$ cat src/rtl/divider_r2.sv
// -----------------------------------------------------------------------------
// divider_r2
//   Iterative 32-bit radix-2 restoring divider for a CPU multiply/divide unit.
//   Supports signed (DIV) and unsigned (DIVU) operation. One quotient bit is
//   produced per cycle, so a result takes 32 cycles after acceptance. A zero
//   divisor short-circuits straight to DONE with an all-zero result.
//
// Ports
//   clk         in   1   rising-edge clock for all state
//   rst         in   1   synchronous active-high reset
//   div_start   in   1   request, held high upstream until div_ready is seen
//   div_signed  in   1   1 = signed, 0 = unsigned; sampled on acceptance
//   div_annul   in   1   abort request (pipeline flush); overrides div_start
//   div_a       in  32   dividend; sampled on acceptance
//   div_b       in  32   divisor; sampled on acceptance
//   div_result  out 64   {remainder (HI), quotient (LO)}; zero outside DONE
//   div_ready   out  1   result valid; high only in DONE
// -----------------------------------------------------------------------------
module divider_r2 (
  input  logic        clk,
  input  logic        rst,
  input  logic        div_start,
  input  logic        div_signed,
  input  logic        div_annul,
  input  logic [31:0] div_a,
  input  logic [31:0] div_b,
  output logic [63:0] div_result,
  output logic        div_ready
);

  typedef enum logic [1:0] {
    S_IDLE = 2'd0,
    S_BUSY = 2'd1,
    S_DONE = 2'd2
  } state_t;

  // Two's-complement negate when en is set, pass-through otherwise.
  function automatic logic [31:0] neg_if(input logic en, input logic [31:0] v);
    logic [31:0] res;
    if (en) begin
      res = 32'd0 - v;
    end else begin
      res = v;
    end
    return res;
  endfunction

  state_t      r_state;
  logic [5:0]  r_cnt;      // steps completed in the current operation
  logic [31:0] r_quo;      // dividend shifts out of the top, quotient bits in at the bottom
  logic [31:0] r_dvs;      // magnitude of the divisor
  logic [31:0] r_rem;      // partial remainder
  logic        r_neg_q;    // quotient needs negation at the end
  logic        r_neg_r;    // remainder needs negation at the end
  logic [63:0] r_result;
  logic        r_ready;

  // Operand magnitudes and sign bookkeeping, evaluated at acceptance.
  logic [31:0] w_abs_a;
  logic [31:0] w_abs_b;
  logic        w_neg_q;
  logic        w_neg_r;

  assign w_abs_a = neg_if(div_signed & div_a[31], div_a);
  assign w_abs_b = neg_if(div_signed & div_b[31], div_b);
  assign w_neg_q = div_signed & (div_a[31] ^ div_b[31]);
  assign w_neg_r = div_signed & div_a[31];

  // One restoring step. The shifted remainder is 33 bits wide; because the
  // remainder stays below the divisor, bit 32 of the difference is a clean
  // borrow flag (set means the trial subtraction must be undone).
  logic [32:0] w_rem_sh;
  logic [32:0] w_diff;
  logic        w_fits;
  logic [31:0] w_rem_nxt;
  logic [31:0] w_quo_nxt;

  assign w_rem_sh  = {r_rem, r_quo[31]};
  assign w_diff    = w_rem_sh - {1'b0, r_dvs};
  assign w_fits    = ~w_diff[32];
  assign w_rem_nxt = w_fits ? w_diff[31:0] : w_rem_sh[31:0];
  assign w_quo_nxt = {r_quo[30:0], w_fits};

  // Sign fix-up applied to the values produced by the final step. The
  // 0x80000000 / -1 case wraps naturally: |a| stays 0x80000000 and no
  // negation is applied because both operand signs match.
  logic [31:0] w_q_fix;
  logic [31:0] w_r_fix;

  assign w_q_fix = neg_if(r_neg_q, w_quo_nxt);
  assign w_r_fix = neg_if(r_neg_r, w_rem_nxt);

  // Control FSM, datapath registers and registered outputs.
  always_ff @(posedge clk) begin
    if (rst) begin
      r_state  <= S_IDLE;
      r_cnt    <= 6'd0;
      r_quo    <= 32'd0;
      r_dvs    <= 32'd0;
      r_rem    <= 32'd0;
      r_neg_q  <= 1'b0;
      r_neg_r  <= 1'b0;
      r_result <= 64'd0;
      r_ready  <= 1'b0;
    end else begin
      case (r_state)
        S_IDLE: begin
          r_ready  <= 1'b0;
          r_result <= 64'd0;
          r_cnt    <= 6'd0;
          if (div_start && !div_annul) begin
            r_quo   <= w_abs_a;
            r_dvs   <= w_abs_b;
            r_rem   <= 32'd0;
            r_neg_q <= w_neg_q;
            r_neg_r <= w_neg_r;
            if (w_abs_b == 32'd0) begin
              // Divide by zero: report an all-zero result immediately.
              r_state <= S_DONE;
              r_ready <= 1'b1;
            end else begin
              r_state <= S_BUSY;
            end
          end else begin
            r_state <= S_IDLE;
          end
        end

        S_BUSY: begin
          // Abort wins even on the edge that would complete the last step.
          if (div_annul || !div_start) begin
            r_state  <= S_IDLE;
            r_cnt    <= 6'd0;
            r_ready  <= 1'b0;
            r_result <= 64'd0;
          end else begin
            r_quo <= w_quo_nxt;
            r_rem <= w_rem_nxt;
            r_cnt <= r_cnt + 6'd1;
            if (r_cnt == 6'd31) begin
              r_state  <= S_DONE;
              r_ready  <= 1'b1;
              r_result <= {w_r_fix, w_q_fix};
            end else begin
              r_state <= S_BUSY;
            end
          end
        end

        S_DONE: begin
          // Leaving DONE always passes through IDLE, so a new request
          // cannot be accepted back-to-back.
          if (div_annul || !div_start) begin
            r_state  <= S_IDLE;
            r_cnt    <= 6'd0;
            r_ready  <= 1'b0;
            r_result <= 64'd0;
          end else begin
            r_state <= S_DONE;
          end
        end

        default: begin
          r_state  <= S_IDLE;
          r_cnt    <= 6'd0;
          r_ready  <= 1'b0;
          r_result <= 64'd0;
        end
      endcase
    end
  end

  assign div_result = r_result;
  assign div_ready  = r_ready;

endmodule

$ cat config.mk
export PLATFORM = sky130hd
export DESIGN_NAME = divider_r2
export DESIGN_NICKNAME = d
export VERILOG_FILES = /design/src/rtl/divider_r2.sv
export SDC_FILE = /design/constraint.sdc
export NUM_CORES = 1
export LEC_CHECK = 0
export CAP_MARGIN = 20
export CELL_PAD_IN_SITES_DETAIL_PLACEMENT = 1
export CELL_PAD_IN_SITES_GLOBAL_PLACEMENT = 1
export CORE_MARGIN = 2
export CORE_UTILIZATION = 45
export DETAILED_ROUTE_END_ITERATION = 8
export PLACE_DENSITY = 0.84
export SLEW_MARGIN = 10
export SYNTH_ARGS = -nofsm -noshare
export SYNTH_HDL_FRONTEND = slang
export SYNTH_SLANG_ARGS = --single-unit
$ cat constraint.sdc
create_clock -name clk -period 9.51 [get_ports clk]
set_input_delay 1.902 -clock clk [delete_from_list [all_inputs] [get_ports clk]]
set_output_delay 1.902 -clock clk [all_outputs]
set_load 0.05 [all_outputs]
# Word level (Yosys, flattened, before mapping)
# Index checks and enable logic that the tools add are counted.
dict set report totals {
  register_bits 171
  input_bits 69
  word_cells 67
}
dict set report op_classes {
  n_addsub 6
  eq_ne 7
  n_mux 30
  bitwise 5
  n_reduce_logical 10
}
# operator count
set ops {}
lappend ops {{32-bit two-way mux} 9}
lappend ops {{64-bit two-way mux} 3}
lappend ops {{32-bit case mux with 2 select lines} 2}
lappend ops {{64-bit case mux with 2 select lines} 1}
lappend ops {{1-bit by 32-bit subtractor with 32-bit output, first input constant} 4}
lappend ops {{33-bit by 32-bit subtractor with 33-bit output} 1}
lappend ops {{32-bit zero test} 1}
lappend ops {{6-bit two-way mux} 2}
lappend ops {{6-bit case mux with 2 select lines} 1}
lappend ops {{2-bit two-way mux} 5}
lappend ops {{6-bit by 1-bit adder with 6-bit output, second input constant} 1}
lappend ops {{6-bit by 5-bit == test with 1-bit output, second input constant} 1}
lappend ops {{2-bit != test, second input constant} 3}
lappend ops {{2-bit case mux with 3 select lines} 1}
lappend ops {{1-bit two-way mux} 5}
lappend ops {{2-bit AND reduction} 2}
lappend ops {{1-bit AND} 3}
lappend ops {{3-bit != test, second input constant} 1}
lappend ops {{1-bit case mux with 3 select lines} 1}
lappend ops {{3-bit AND reduction} 1}
lappend ops {{2-bit by 1-bit == test with 1-bit output, second input constant} 1}
lappend ops {{2-bit == test, second input constant} 1}
lappend ops {{1-bit zero test} 2}
lappend ops {{2-bit zero test} 1}
lappend ops {{other kinds (5)} 5}

# Depth between registers and ports, before layout
dict set report depth {
  ltp_word 7
  ltp_mapped 24
  ltp_nobuf 19
}

# Worst setup path after synthesis
# OpenSTA, ideal clock, no wires.
dict set report synth_timing {
  kind {input -> register}
  startpoint {in div_b[11]}
  endpoint {reg r_ready (netlist: div_ready)}
  t_arrival_ps 4480
  required_time_ps 9409
  slack_ps 4929
  cell_stages 11
  path_cell_list {or4_1 > or4_1 > nor3_2 > nor2_1 > xnor2_1 > nand4_1 > nor4_1 > nand3_1 > nor4_1 > nor2_1 > o41ai_1}
}
dict set report synth_via {
  elab_chain_len 6
}
# item line
set synth_rtl {}
lappend synth_rtl {{from (decl)} 26} ;# input logic [31:0] div_b,
lappend synth_rtl {{1-bit by 32-bit subtractor with 32-bit output} 41} ;# res = 32'd0 - v;
lappend synth_rtl {{32-bit two-way mux (*)} 40} ;# if (en) begin
lappend synth_rtl {{32-bit zero test (*)} 117} ;# if (w_abs_b == 32'd0) begin
lappend synth_rtl {{1-bit two-way mux (*)} 117}
lappend synth_rtl {{1-bit two-way mux (*)} 111} ;# if (div_start && !div_annul) begin
lappend synth_rtl {{1-bit case mux with 3 select lines (*)} 106} ;# case (r_state)
lappend synth_rtl {{to (signal assigned)} 104} ;# r_ready <= 1'b0;
lappend synth_rtl {{to (signal assigned)} 108} ;# r_ready <= 1'b0;
lappend synth_rtl {{to (signal assigned)} 120} ;# r_ready <= 1'b1;
lappend synth_rtl {{to (decl)} 56} ;# logic r_ready;
# Mark *: on every way between the ends. The rest lies on a longest branch, timed or not.
# A chain may end at the register's enable or synchronous reset.

# Worst setup path after layout
# Ends and elaborated chain as after synthesis.

==> flow_metrics.env <==
export IMPL_ys_warn_count=0
export IMPL_synth_enable_flop_cells=0
export IMPL_r2r_slack_ps=4260
export IMPL_critPathMaxStageDelay_ps=680
export IMPL_swShare_pct=31.1
export IMPL_crit_arrival_ps=5710
export IMPL_cts_buffers=17
export IMPL_peakVddDrop_v=0.000127
export IMPL_synthCells=1609
export IMPL_power_switching_uw=609
export IMPL_timing_hold_violations_final=0
export IMPL_die_x_um=167
export IMPL_min_path_cells=2
export IMPL_p_comb_share_pct=20.5
export IMPL_ctsHoldBuffers=0
export IMPL_tightest_slew_ps=1080
export IMPL_skew_ps=16.5
export IMPL_dr_pass1_iters=6
export IMPL_cts_setup_buffers=0
export IMPL_hp_class="reg2reg"
export IMPL_synth_distinct_cells=84
export IMPL_portBuffers=133
export IMPL_grt_overflow=0
export IMPL_cts_resized=0
export IMPL_syn2layout_area_growth_pct=18.1
export IMPL_tns_ps=0
export IMPL_routed_wl_um=43300
export IMPL_cts_sinks=171
export IMPL_nets=1789
export IMPL_fmax_mhz=186
export IMPL_grt_pass1_vias=12784
export IMPL_route_detailed_drc=0
export IMPL_whs_endpoint="div_result[59]$_SDFFE_PP0P_"
export IMPL_required_ps=9860
export IMPL_ios=134
export IMPL_synth_nets=1717
export IMPL_synthArstFlopShare_pct=0
export IMPL_max_slew_margin_rel_pct=27.4
export IMPL_clk_insertion_delay_late_ps=450
export IMPL_synth_seq_area_share_pct=28.8
export IMPL_netlist_area_mm2=0.0119
export IMPL_holdCritStartpoint="div_result[59]$_SDFFE_PP0P_"
export IMPL_r2r_cells=19
export IMPL_cp_max_fo=5
export IMPL_grt_max_degree=79
export IMPL_antenna_found_initial=0
export IMPL_drv_slew=0
export IMPL_die_h_um=167
export IMPL_regToRegEndpoint="div_result[50]$_SDFFE_PP0P_"
export IMPL_power_per_cell_area_mw_per_mm2=140
export IMPL_root_buffer="clkbuf_16"
export IMPL_via_count=12607
export IMPL_grt_pass1_wl_um=69200
export IMPL_finalCriticalPeriod_ps=5370
export IMPL_synth_seq_cells=171
export IMPL_drt_iter0_drc=1069
export IMPL_p_seq_share_pct=38.3
export IMPL_crit_path_cell_trace="clkdlybuf4s50_1 > or4_1 > or4_1 > nor3_2 > nor2_1 > xnor2_1 > nand4_1 > nor4_1 > nand3_1 > nor4_1 > nor2_1 > o41ai_1"
export IMPL_post_route_period_util_pct=56.4
export IMPL_cts_tree="yes"
export IMPL_synthTopCellsByArea="dfxtp_1 29%, xnor2_1 6.6%, nor2_1 6.5%, a21oi_1 5.9%, nand2_1 5.0%"
export IMPL_status="finished, final reports clean"
export IMPL_power_leakage_nw=5.12
export IMPL_fill_cells=3220
export IMPL_start_util_pct=45.7
export IMPL_clk_pin_slew_ps=70
export IMPL_vias_per_cell=6.22
export IMPL_hpwlAfterDp_um=32200
export IMPL_netlist_area_leader_share_pct=28.8
export IMPL_antenna_left=0
export IMPL_rows=59
export IMPL_p_int_mw=1.35
export IMPL_clk_path_buf_depth=2
export IMPL_setup_worst_path_class="in2reg"
export IMPL_yosysTopAreaCell="dfxtp_1"
export IMPL_cp_start_kind="input port"
export IMPL_r2r_start="r_quo[31]$_SDFFE_PP0P_"
export IMPL_wire_per_inst_um=21.4
export IMPL_end_kind="register"
export IMPL_synth_most_common_cell="nor2_1"
export IMPL_syn_avg_cell_area_um2=7.39
export IMPL_gr_usage_all_layers_pct=30.6
export IMPL_final_area_mm2=0.0140
export IMPL_maxCapViolCount=0
export IMPL_core_area_mm2=0.0260
export IMPL_synth_flop_cell="dfxtp_1"
export IMPL_cpMaxStageDelayCell="nor4_1"
export IMPL_total_power_mw=1.96
export IMPL_setup_violations=0
export IMPL_cts_max_level=4
export IMPL_diodes=0
export IMPL_place_area_mm2=0.0134
export IMPL_rsz0062_at_grt="false"
export IMPL_gp_congestion=0.929
export IMPL_ys_top_cells_by_count="205 x nor2_1, 171 x dfxtp_1, 158 x nand2_1"
export IMPL_die_area_mm2=0.0277
export IMPL_drive_gt1_share_pct=4.55
export IMPL_clockPowerShare_pct=41.2
[power groups by stage]
stage | Sequential [mW] | Clock [mW] | Combinational [mW]
6_report | 0.751 | 0.807 | 0.401
3_3_place_gp | 0.766 | 0 | 0.378
2_1_floorplan | 0.761 | 0 | 0.262
3_5_place_dp | 0.767 | 0 | 0.389
5_1_grt | 0.754 | 0.840 | 0.435
4_1_cts | 0.751 | 0.811 | 0.394
[cell usage in the layout (no fill, tap or decap), types with 13 or more instances in the layout]
master           Yosys  layout
dfxtp_1            171     171
clkdlybuf4s50_1      0     132
inv_1               88      88
a22oi_1             47      47
nand4_1             24      24
nand3_1             26      26
nor2_1             205     204
or3_1               14      14
and2_1              19      19
mux2i_1             15      15
and3_1              13      13
clkbuf_16            0      17
xnor2_1             90      90
ha_1                38      38
nor4_1              28      28
buf_4                2      15
o21ai_0            108     108
a211oi_1            30      30
xor2_1              46      46
a21oi_1            140     139
nand2_1            158     158
a221oi_1            28      28
o31ai_1             24      24
nor3_1              37      37
[worst max-delay path, delay by kind of cell]
family / cells / cell delay (ps)
xor gates and xnor gates: 1 / 230
and+or+nand+nor: 9 / 2850
AOI/OAI and AO/OA: 1 / 250
buffers and inverters: 1 / 490
[flip-flops by register name (all words and copies together), names as in the netlist]
register / count
div_result: 64
r_dvs: 32
r_quo: 32
r_rem: 32
r_cnt: 6
r_state: 2
div_ready: 1
r_neg_q: 1
r_neg_r: 1
[cell type report]
class	instances	area [um2]	area share, %
Multi-Input combinational cell	1255	7770	55.4
Inverter	89	334	2.38
Tap cell	335	419	2.99
Sequential cell	171	3420	24.4
Clock inverter	13	226	1.61
Timing Repair Buffer	147	1430	10.2
Clock buffer	18	429	3.06
[cells by family (layout without fill, tap and decap cells)]
group           count (synthesis)  after routing  share of synthesized area [%]
compound gates                488            488                           26.7
xor+xnor                      136            136                           10.0
fa+ha+maj                      39             39                           4.17
buf+inv                       183            267                           6.07
flops                         171            171                           28.8
mux                            20             20                           1.76
simple gates                  572            572                           22.5
[how the worst max path moves through the flow]
| stage | from | endpoint | slack (ps) | cells past startpoint |
|---|---|---|---|---|
| after floorplan | div_b[11] | div_ready$_SDFFE_PP0P_ | 4930 | 11 |
| after global placement | div_b[11] | div_ready$_SDFFE_PP0P_ | 3780 | 12 |
| after detailed placement | div_b[11] | div_ready$_SDFFE_PP0P_ | 3690 | 12 |
| after CTS | div_b[11] | div_ready$_SDFFE_PP0P_ | 4140 | 12 |
| after global routing | r_dvs[26]$_SDFFE_PP0P_ | div_result[52]$_SDFFE_PP0P_ | 3910 | 18 |
| final | div_b[11] | div_ready$_SDFFE_PP0P_ | 4140 | 12 |
[stage by stage]
step / utilization, % / cells / hold WS, ps / worst slack, ps
after floorplan: - / 1609 / 454 / 4930
after global placement: 51.5 / 1997 / 434 / 3780
after detailed placement: 51.5 / 1997 / 445 / 3690
after CTS: 54.0 / 2028 / 468 / 4140
after global routing: 54.0 / 2028 / 494 / 3910
final: 54.0 / 2028 / 461 / 4140
[layer usage]
metal,up-vias,wire (um),global-route usage [%]
met2,424,21000,52.1
li1,5939,-,-
met1,6134,18600,39.0
met3,110,2030,4.30
met4,0,1750,12.6
met5,-,0,0
Note: power is estimated with default switching activity, not from simulation.
